[config.mk]
export PLATFORM = sky130hd
export DESIGN_NAME = mesm6_ifetch
export DESIGN_NICKNAME = d
export VERILOG_FILES = /design/src/rtl/mesm6_ifetch.sv
export SDC_FILE = /design/constraint.sdc
export NUM_CORES = 1
export LEC_CHECK = 0
export CORE_MARGIN = 3
export CORE_UTILIZATION = 50
export CTS_BUF_LIST = sky130_fd_sc_hd__clkbuf_8
export CTS_CLUSTER_DIAMETER = 100
export CTS_CLUSTER_SIZE = 16
export DETAILED_ROUTE_END_ITERATION = 16
export PLACE_DENSITY = 0.79
export SYNTH_ARGS = -nofsm -noshare
export SYNTH_HDL_FRONTEND = slang
export SYNTH_SLANG_ARGS = --single-unit
[constraint.sdc]
create_clock -name clk -period 11 [get_ports clk]
set_input_delay 2.75 -clock clk [delete_from_list [all_inputs] [get_ports clk]]
set_output_delay 2.75 -clock clk [all_outputs]
set_load 0.01 [all_outputs]
[src/rtl/mesm6_ifetch.sv]
// mesm6_ifetch: instruction prefetch FIFO issuing sequential word reads and
// presenting one half-word opcode per cycle to the microcode decoder.
module mesm6_ifetch #(
   parameter int ADDR_WIDTH = 15,
   parameter int WORD_WIDTH = 48,
   parameter int DEPTH = 4
) (
   input  logic                          clk,
   input  logic                          reset,
   input  logic                          redirect,
   input  logic [ADDR_WIDTH:0]           redirect_pc,
   output logic                          op_valid,
   input  logic                          op_ready,
   output logic [WORD_WIDTH/2-1:0]       op_word,
   output logic [ADDR_WIDTH:0]           op_pc,
   output logic [$clog2(DEPTH+1)-1:0]    level,
   output logic                          ibus_fetch,
   output logic [ADDR_WIDTH-1:0]         ibus_addr,
   input  logic [WORD_WIDTH-1:0]         ibus_input,
   input  logic                          ibus_done
);
   localparam int LW = $clog2(DEPTH+1);
   localparam int PW = $clog2(DEPTH);
   localparam int HW = WORD_WIDTH/2;
   localparam logic [LW-1:0] FULL = LW'(DEPTH);
   typedef enum logic [1:0] {IDLE, REQ, DROP} state_t;
   state_t state_q, state_d;
   logic [ADDR_WIDTH:0] pc_q, pc_d;
   logic [ADDR_WIDTH-1:0] fetch_addr_q, fetch_addr_d, ibus_addr_q, ibus_addr_d;
   logic [PW-1:0] head_q, head_d, tail_q, tail_d;
   logic [LW-1:0] count_q, count_d;
   logic [WORD_WIDTH-1:0] mem_q [DEPTH];
   logic [WORD_WIDTH-1:0] mem_d [DEPTH];
   logic [WORD_WIDTH-1:0] head_word;
   logic push, pop, consume;

   assign op_valid = count_q != '0;
   assign head_word = mem_q[head_q];
   assign op_word = pc_q[0] ? head_word[HW-1:0] : head_word[WORD_WIDTH-1:HW];
   assign op_pc = pc_q;
   assign level = count_q;
   assign ibus_fetch = state_q != IDLE;
   assign ibus_addr = ibus_addr_q;

   always_comb begin
      consume = op_valid && op_ready;
      push = state_q == REQ && ibus_done && !redirect;
      pop = consume && pc_q[0] && !redirect;
      mem_d = mem_q;
      if (push) mem_d[tail_q] = ibus_input;
      pc_d = redirect ? redirect_pc : consume ? pc_q + (ADDR_WIDTH+1)'(1) : pc_q;
      fetch_addr_d = redirect ? redirect_pc[ADDR_WIDTH:1]
                   : push ? fetch_addr_q + ADDR_WIDTH'(1) : fetch_addr_q;
      head_d = redirect ? '0 : head_q + PW'(pop);
      tail_d = redirect ? '0 : tail_q + PW'(push);
      count_d = redirect ? '0 : count_q + LW'(push) - LW'(pop);
      // A request already on the bus cannot be withdrawn, so a redirect without done parks in DROP
      state_d = redirect ? ((state_q == IDLE || ibus_done) ? REQ : DROP)
              : state_q == IDLE ? (count_q < FULL ? REQ : IDLE)
              : !ibus_done ? state_q
              : state_q == REQ ? (count_d < FULL ? REQ : IDLE)
              : (count_q == FULL ? IDLE : REQ);
      ibus_addr_d = (state_q == IDLE || ibus_done) ? fetch_addr_d : ibus_addr_q;
   end

   always_ff @(posedge clk or posedge reset) begin
      if (reset) begin
         state_q <= IDLE;
         pc_q <= '0;
         fetch_addr_q <= '0;
         ibus_addr_q <= '0;
         head_q <= '0;
         tail_q <= '0;
         count_q <= '0;
         mem_q <= '{default: '0};
      end else begin
         state_q <= state_d;
         pc_q <= pc_d;
         fetch_addr_q <= fetch_addr_d;
         ibus_addr_q <= ibus_addr_d;
         head_q <= head_d;
         tail_q <= tail_d;
         count_q <= count_d;
         mem_q <= mem_d;
      end
   end
endmodule

==> results.yml <==
floorplan:
  num_rows: 54
  fp.dieW_um: 156
  die_y_um: 156
  core_area_um2: 22000
  die-area_um2: 24400
  start_util_pct: 51.3
  io_pins: 129
global_route:
  grt_pass1_wl_mm: 37.6
  track_usage_pct: 19.1
  grt_antenna_before_repair: 0
  grt_start_max_net_pins: 134
  grt_pass1_vias: 7029
  gr-total-overflow: 0
route:
  vias: 6613
  antenna_left: 0
  avgViaCountPerCell: 5.69
  dr.pass1.iters: 4
  route.detailed.drc: 0
  drtIter0Drc: 288
  wl_per_cell_um: 19.7
  wirelength_mm: 22.9
setup_path:
  endpoint_kind: "output pin"
  cp-start-kind: "flip-flop"
  r2r_cells: 12
  reg2reg_to: "state_q[0]"
  r2r_start: "level[1]"
  worstPathRequired_ps: 8250
  worstSetupPathType: "reg2out"
  reg2reg_slack_ps: 7540
  crit_fanout: 49
  arrival_ps: 3070
  endpoint: "op_word[8]"
  critPathLaunch: "head_q[0]"
pwr:
  clockPowerShare_pct: 16.9
  p_leak_uw: 0.00572
  internal-power_uw: 1850
  vdd_drop_max_mv: 0.152
  pwr-share-comb_pct: 32.4
  power_switching_uw: 737
  p_sw_share_pct: 28.5
  power.density_nw_per_um2: 198
  seqPwrFrac_pct: 50.7
logic_synthesis:
  async_flop_share_pct: 100
  syn_area_per_cell_um2: 14.7
  synth_warnings: 0
  ys_seq_elements: 247
  synth_nets: 843
  yosysSeqAreaShare_pct: 54.9
  synth.distinct_cells: 53
  synth_area_um2: 11300
  synth-edff-count: 0
  synth_flop_cell: "dfrtp_1"
  netlist_instances: 767
timing:
  slew_headroom_pct: 24.0
  fin_crit_sh_pct: 52.9
  clock.fmax_ghz: 0.172
  min_period_ps: 5820
  slew_violations: 0
  finClkSkew_ps: 34.8
  setup_tns_ps: 0
  hold_viol_final: 0
  rsz0062_at_grt: "no"
  setup_viol: 0
  setup_ws_ps: 5180
  worst_slew_pin_slew_ps: 1130
worst_hold_path:
  hold_path_depth: 2
  hold_class: "reg2reg"
layout:
  nFillCells: 1743
  mostFrequentLayoutCell: "dfrtp_1"
  diodes: 0
  final_core_util_pct: 59.5
  regArea_um2: 6190
  finalNetCount: 958
  multi_input_area_um2: 4880
  finalNonFillerCells: 1163
  synthToLayoutAreaGrowth_pct: 16.2
  layout-drive-gt1-share_pct: 36.1
  mostFrequentLayoutCells: "dfrtp_1, mux2_2, clkdlybuf4s50_1"
placed_design:
  place.gp.congestion: 0.759
  io_buffers: 128
  dp_hpwl_mm: 14.5
  placed_cells: 1141
  place_ws_ps: 5230
clocking:
  clk_latency_ps: 520
  post_cts_resized: 0
  numCtsBuffers: 19
  clkSinkCount: 247
  root_buffer: "clkbuf_8"
  cts_tree: "yes"
  cts_setup_buffers: 0
  cts_max_path_buffers: 3
  htree_num_levels: 1
  cts_hold_buffers: 0
  clk_pin_slew_worst_paths_ps: 110
flow_run:
  max_cap_violations: 0
outcome:
  outcome: "finished, final reports clean"
[final cells by class]
type | instances | share of cell area, %
clock inverter | 3 | 0.144
sequential | 247 | 47.3
multi-input combinational | 471 | 37.3
timing repair buffer | 137 | 10.3
inverter | 6 | 0.249
clock buffer | 19 | 2.00
tap | 280 | 2.68
[cell usage after synthesis (2+ instances only)]
cell | n | share of area, %
dfrtp_1 | 247 | 55
mux2_2 | 222 | 22
mux4_2 | 48 | 9.6
nor2_1 | 41 | 1.4
nand2_1 | 30 | 1.0
buf_2 | 23 | 1.0
a21oi_1 | 21 | 0.93
xor2_1 | 18 | 1.4
clkbuf_1 | 17 | 0.57
nand3_1 | 11 | 0.49
xnor2_1 | 11 | 0.86
ha_1 | 6 | 0.67
nand4_1 | 6 | 0.33
o31ai_1 | 6 | 0.40
inv_1 | 5 | 0.17
nor3_1 | 5 | 0.22
and3_1 | 4 | 0.22
buf_1 | 3 | 0.10
nor2b_1 | 3 | 0.17
nor3_2 | 3 | 0.27
and4_1 | 2 | 0.16
nand2b_1 | 2 | 0.11
nor4_1 | 2 | 0.11
o311ai_0 | 2 | 0.16
[cell families after synthesis]
group           share of synthesized area [%]
mux                                      31.9
flops                                    54.9
simple gates                             5.75
buf+inv                                  1.91
compound gates                           2.43
xor+xnor                                 2.26
fa+ha+maj                               0.845
[metal layers]
layer  track usage, %  up-vias  share of wire, %
met5                0        -                 0
li1                 -     3027                 -
met3             3.05       30               4.1
met4             3.66        0               1.6
met1             27.0     3436                45
met2             31.8      120                49
[through the flow]
| stage | instance area [um^2] | power [uW] | hold WS (ps) |
|---|---|---|---|
| floorplan | 11300 | 1830 | 474 |
| global placement | 12800 | 2150 | 461 |
| detailed placement | 12800 | 2180 | 466 |
| CTS | 13100 | 2620 | 491 |
| global route | 13100 | 2750 | 515 |
| finish | 13100 | 2590 | 489 |
[worst max-delay path, stage by stage (launching register included)]
cell and delay, ps:
dfrtp_4 1130, mux4_2 620, mux2_2 300, clkdlybuf4s50_1 480
[how the worst min path moves through the flow]
stage | from | end | slack, ps
6_report | ibus_addr[11] | ibus_addr[11] | 490
5_1_grt | mem_q[59] | mem_q[59] | 520
4_1_cts | ibus_addr[10] | ibus_addr[10] | 490
3_5_place_dp | ibus_addr[10] | ibus_addr[10] | 470
3_3_place_gp | ibus_addr[11] | ibus_addr[11] | 460
2_1_floorplan | mem_q[88] | mem_q[88] | 470
[sequential cells by signal, summed over array words and instances (netlist names)]
| signal | cells |
|---|---|
| mem_q | 192 |
| head_q | 2 |
| ibus_addr | 15 |
| tail_q | 2 |
| fetch_addr_q | 15 |
| state_q | 2 |
| op_pc | 16 |
| level | 3 |
[power groups by stage]
| stage | combinational, uW | sequential (uW) | clock [uW] |
|---|---|---|---|
| after global routing | 910 | 1350 | 487 |
| after CTS | 851 | 1320 | 453 |
| final | 838 | 1310 | 438 |
| after floorplan | 554 | 1270 | 0 |
| after detailed placement | 848 | 1330 | 0 |
| after global placement | 828 | 1320 | 0 |
Note: power is estimated with default switching activity, not from simulation.
